--- src/rtl/bcd_countdown_2digit.sv ---
// Two-digit BCD down-counter/timer with one-cycle expiry pulse.
// Ports: Clk, R (sync reset), Load/Din (BCD preset), En (tick);
//        O_tens/O_ones (count), Running, Zero, Done (expiry pulse).
module bcd_countdown_2digit #(
    parameter bit AUTO_RELOAD = 1'b0
) (
    input  logic       Clk,
    input  logic       R,
    input  logic       Load,
    input  logic [7:0] Din,
    input  logic       En,
    output logic [3:0] O_tens,
    output logic [3:0] O_ones,
    output logic       Running,
    output logic       Zero,
    output logic       Done
);

    typedef enum logic [1:0] {
        IDLE    = 2'd0,
        RUN     = 2'd1,
        EXPIRED = 2'd2
    } state_t;

    state_t     state, state_n;
    logic [3:0] tens, tens_n;
    logic [3:0] ones, ones_n;
    logic [3:0] pre_t, pre_t_n;
    logic [3:0] pre_o, pre_o_n;
    logic       done, done_n;
    logic [3:0] din_t, din_o;
    logic       din_zero;
    logic       at_one;

    function automatic logic [3:0] clamp9(input logic [3:0] d);
        return (d > 4'd9) ? 4'd9 : d;
    endfunction

    assign din_t    = clamp9(Din[7:4]);
    assign din_o    = clamp9(Din[3:0]);
    assign din_zero = (din_t == 4'd0) && (din_o == 4'd0);
    assign at_one   = (tens == 4'd0) && (ones == 4'd1);

    always_ff @(posedge Clk) begin
        if (R) begin
            state <= IDLE;
            tens  <= 4'd0;
            ones  <= 4'd0;
            pre_t <= 4'd0;
            pre_o <= 4'd0;
            done  <= 1'b0;
        end else begin
            state <= state_n;
            tens  <= tens_n;
            ones  <= ones_n;
            pre_t <= pre_t_n;
            pre_o <= pre_o_n;
            done  <= done_n;
        end
    end

    // Load outranks En; arms are kept mutually exclusive
    // so the unique decode never sees two true items.
    always_comb begin
        state_n = state;
        tens_n  = tens;
        ones_n  = ones;
        pre_t_n = pre_t;
        pre_o_n = pre_o;
        done_n  = 1'b0;
        unique case (1'b1)
            Load: begin
                tens_n  = din_t;
                ones_n  = din_o;
                pre_t_n = din_t;
                pre_o_n = din_o;
                state_n = din_zero ? IDLE : RUN;
            end
            (!Load && En && state == RUN): begin
                if (ones != 4'd0) begin
                    ones_n = ones - 4'd1;
                end else begin
                    ones_n = 4'd9;
                    tens_n = tens - 4'd1;
                end
                if (at_one) begin
                    state_n = EXPIRED;
                    done_n  = 1'b1;
                end
            end
            // The reload tick restores the preset without
            // also counting it down.
            (!Load && En && state == EXPIRED && AUTO_RELOAD): begin
                tens_n  = pre_t;
                ones_n  = pre_o;
                state_n = RUN;
            end
            default: ;
        endcase
    end

    assign O_tens  = tens;
    assign O_ones  = ones;
    assign Done    = done;
    assign Running = (state == RUN);
    assign Zero    = (tens == 4'd0) && (ones == 4'd0);

endmodule

--- config.mk ---
export PLATFORM = sky130hd
export DESIGN_NAME = bcd_countdown_2digit
export DESIGN_NICKNAME = d
export VERILOG_FILES = /design/src/rtl/bcd_countdown_2digit.sv
export SDC_FILE = /design/constraint.sdc
export NUM_CORES = 1
export LEC_CHECK = 0
export CAP_MARGIN = 20
export CORE_MARGIN = 4
export CORE_UTILIZATION = 43
export DETAILED_ROUTE_END_ITERATION = 10
export PLACE_DENSITY = 0.77
export SKIP_LAST_GASP = 1
export SLEW_MARGIN = 25
export SYNTH_ARGS = -nofsm -noshare
export SYNTH_HDL_FRONTEND = slang
export SYNTH_SLANG_ARGS = --single-unit
--- constraint.sdc ---
create_clock -name Clk -period 1.6 [get_ports Clk]
set_input_delay 0.32 -clock Clk [delete_from_list [all_inputs] [get_ports Clk]]
set_output_delay 0.32 -clock Clk [all_outputs]
set_load 0.02 [all_outputs]
# ---- Yosys cells after proc, flatten, opt, wreduce, memory -nomap -nowiden
# Index checks and enable logic that the tools add are counted.
dict set report totals {
  wordCells 38
  input_bits 12
  reg_bits 11
}
dict set report op_classes {
  n_lt_le_gt_ge 2
  add_sub_neg 2
  n_eq_ne 4
  n_reduce_logical 15
  n_mux 10
  bitwise 1
}
# op n
set ops {}
lappend ops {{zero test 4 bit} 4}
lappend ops {{two-way mux 4 bit} 4}
lappend ops {{case mux 4 bit (2 select lines)} 2}
lappend ops {{> comparator 4 bit, second input constant} 2}
lappend ops {{subtractor 4 x 1 -> 4 bit, second input constant} 2}
lappend ops {{logical AND 1 bit} 5}
lappend ops {{equality test 4 x 1 -> 1 bit, second input constant} 1}
lappend ops {{!= test 2 bit, second input constant} 2}
lappend ops {{case mux 2 bit (2 select lines)} 1}
lappend ops {{AND reduction 2 bit} 2}
lappend ops {{nonzero test 4 bit} 1}
lappend ops {{equality test 2 x 1 -> 1 bit, second input constant} 1}
lappend ops {{two-way mux 1 bit} 2}
lappend ops {{two-way mux 2 bit} 1}
lappend ops {{nonzero test 2 bit} 1}
lappend ops {{OR reduction 2 bit} 1}
lappend ops {{zero test 1 bit} 1}
lappend ops {{NOT 1 bit} 1}

# ---- Longest topological paths before layout
dict set report depth {
  ltp_word 6
  ltp_mapped 5
  ltp_nobuf 5
}

# ---- Worst setup path after synthesis
# No wires, ideal clock.
dict set report synth_path {
  kind {register -> output}
  startpoint {register tens[0], in the netlist O_tens[0]}
  endpoint {output port Zero}
  n_path_buf 0
  stages_incl_launch_ff 6
  arrival_time_ns 1.275
  required_time_ns 1.280
  setup_slack_ns 0.005
  path_cell_list {dfxtp_1 inv_1 ha_1 nor4b_1 nand2_1 nor2_1}
}
dict set report synth_via {
  elab_chain_cells 2
}
# item line
set synth_rtl {}
lappend synth_rtl {{start, declared} 26} ;# logic [3:0] tens, tens_n;
lappend synth_rtl {{start signal, assigned} 54} ;# tens <= tens_n;
lappend synth_rtl {{zero test 4 bit} 106} ;# assign Zero = (tens == 4'd0) && (ones == 4'd0);
lappend synth_rtl {{logical AND 1 bit} 106}
lappend synth_rtl {{end, declared} 15} ;# output logic Zero,
# No other way between the ends.

# ---- Worst setup path in the final report
# Ends and elaborated chain as after synthesis.

==> results_dict.tcl <==
set metrics [dict create \
    ff2ff_setup_slack_ns 0.18 \
    crit_slowest_cell "dfxtp_2" \
    wire_per_inst_um 14.1 \
    insertedDiodeCount 0 \
    dr.pass1.iters 4 \
    hold_class "flop to flop" \
    worstPathRequired_ns 1.28 \
    ctsHoldBuffers 0 \
    clk_pin_slew_worst_paths_ns 0.07 \
    ant_nets 0 \
    crit_start "O_tens[0]" \
    synth_area_per_cell_um2 8.68 \
    io_pins 23 \
    cap_viol_max_count 0 \
    layout-drive-gt1-share 0.300 \
    cts_made_buffers 3 \
    final_cell_count_no_fill 135 \
    fin_crit_sh 1.03 \
    timing.rr.start "O_ones[1]" \
    synth_flop_cell "dfxtp_1" \
    status "finished, violations left" \
    dp_cells 129 \
    path_max_fanout 2 \
    wl_um 1900 \
    rows 13 \
    via_per_inst 5.50 \
    rr_worst_depth 5 \
    placed_area_um2 1030 \
    synth-edff-count 0 \
    core_um2 1370 \
    seq_area_frac_synth 0.334 \
    clock.fmax_mhz 605 \
    cts_sinks 11 \
    cts-root-buf "clkbuf_4" \
    vias 743 \
    start_util 0.483 \
    maxSlewHeadroom 0.713 \
    synthCells 76 \
    arrival_ns 1.33 \
    violations "setup timing" \
    crit_type "flop to primary output" \
    hold_violations 0 \
    area_growth_pct 65.3 \
    fin_nets 134 \
    synth_seq_cells 11 \
    grt_pass1_wl_um 2940 \
    setup_viol 1 \
    period_needed_ns 1.65 \
    cts-htree-levels 1 \
    grt_pass1_vias 732 \
    peakVddDrop_v 0.000407 \
    slowest_delay_ns 0.34 \
    path_cells "inv_2 -> ha_4 -> nor4b_4 -> nand2_1 -> nor2_1 -> buf_4" \
    p_per_area_nw_per_um2 700 \
    final.setup_skew_ns 0.00471 \
    rsz0062_at_grt "yes" \
    synthesis.nets 89 \
    synthArstFlopShare 0 \
    stdcell_area_um2 1090 \
    tightest_slew_ns 0.430 \
    drc_errors 0 \
    nFillCells 109 \
    overflow 0 \
    setup.worst_path.end_class "primary output" \
    r2r-end "O_tens[0]" \
    numPortBuffers 22 \
    antenna_found_initial 0 \
    cts_buffer_depth 2 \
    grt_max_degree 12 \
    syn-cell-area_um2 659 \
    die_area_um2 2220 \
    crit_end "Zero" \
    fin_ws_ns -0.0535 \
    ys_types 31 \
    cp-start-kind "flop" \
    clk_latency_ns 0.28 \
    yosysWarnings 0 \
    drt_iter0_markers 8 \
    hpwlAfterDp_um 1450 \
    leakage_nw 0.463 \
    dieWidth_um 47.2 \
    p_total_uw 762 \
    gp_congestion 0.754 \
    die_h_um 47.2 \
    grt.total_usage 0.193 \
    slew_violations 0 \
    cts_tree "built" \
]
-- final cells by class --
| cell class | instances | area [um2] | area share |
|---|---|---|---|
| sequential | 11 | 223 | 0.204 |
| tap | 15 | 18.8 | 0.0172 |
| inverter | 5 | 18.8 | 0.0172 |
| multi-input combinational | 58 | 447 | 0.410 |
| timing repair buffer | 42 | 357 | 0.327 |
| clock buffer | 4 | 26.3 | 0.0241 |
-- cells in the mapped netlist (3+ instances only) --
master / number / area, um2
inv_1: 5 / 18.8
nand2_1: 5 / 18.8
dfxtp_1: 11 / 220
nand3_1: 3 / 15.0
nor4b_1: 3 / 26.3
a21oi_1: 7 / 35.0
o21ai_0: 3 / 15.0
a211oi_1: 3 / 22.5
nor4_1: 3 / 18.8
nor2_1: 5 / 18.8
-- worst min path at each step --
stage,start,to,slack [ns],cells past startpoint
5_1_grt,state[1],state[1],0.57,2
2_1_floorplan,R,state[0],0.40,1
3_5_place_dp,state[1],state[1],0.52,2
6_report,state[1],state[1],0.53,2
4_1_cts,state[1],state[1],0.53,2
3_3_place_gp,state[1],state[1],0.50,2
-- state kept, by name, summed over array words and instances (netlist names) --
register,count
O_tens,4
Done,1
state,2
O_ones,4
-- layer usage --
layer,track usage,up-vias,part of all wire
li1,-,377,-
met4,0.0773,0,0.019
met2,0.325,20,0.48
met1,0.205,342,0.44
met5,0,-,0
met3,0.0958,4,0.065
-- cell usage in the layout (no fill, tap or decap), types with 2 or more instances in the layout --
master	instances
nand3_1	3
clkdlybuf4s50_1	12
a21o_1	2
o21ai_0	3
o21a_1	2
nor4_1	3
o31a_1	2
and4bb_4	2
dfxtp_2	2
clkbuf_4	3
nor2_1	5
a211oi_1	3
dfxtp_1	9
inv_2	2
nor4b_1	2
nand2_1	5
a21oi_1	7
dlygate4sd2_1	9
buf_4	21
nand2b_1	2
inv_1	3
nor2b_1	2
-- what timing repair did --
action                                  CTS  global route
cloned                                    0             0
pin swaps                                 0             3
endpoints found under the setup margin   10             2
gates resized for setup                  15             8
buffers inserted                          0             2
-- report_power, final --
part | switching [mW] | internal, mW | total [mW]
combinational | 0.120 | 0.137 | 0.257
sequential | 0.0135 | 0.291 | 0.304
clock | 0.104 | 0.0969 | 0.201
-- critical path, delay by kind of cell (launching register included) --
| family | cells | cell delay [ns] |
|---|---|---|
| buf+inv | 2 | 0.21 |
| fa+ha+maj | 1 | 0.12 |
| flops | 1 | 0.34 |
| simple gates | 3 | 0.40 |
-- cell families (layout without fill, tap and decap cells) --
group	after synthesis	in the layout	share of synthesized area
multiplexers	1	1	0.0152
flip-flops	11	11	0.334
XOR/XNOR	1	1	0.0133
buffers and inverters	7	51	0.0399
AND/OR/NAND/NOR	31	31	0.328
adder cells (fa/ha/maj)	1	1	0.0190
AO/OA/AOI/OAI	24	24	0.250
-- per-stage QoR --
stage           util  hold WS, ns  setup WS [ns]  TNS [ns]
2_1_floorplan      -        0.397        0.00464         0
3_3_place_gp   0.751        0.503         -0.318     -1.44
3_5_place_dp   0.751        0.515         -0.404     -1.70
4_1_cts        0.769        0.526         -0.112    -0.112
5_1_grt        0.798        0.566         -0.147    -0.147
6_report       0.798        0.527        -0.0535   -0.0535
Power figures use the tool's default switching activity.
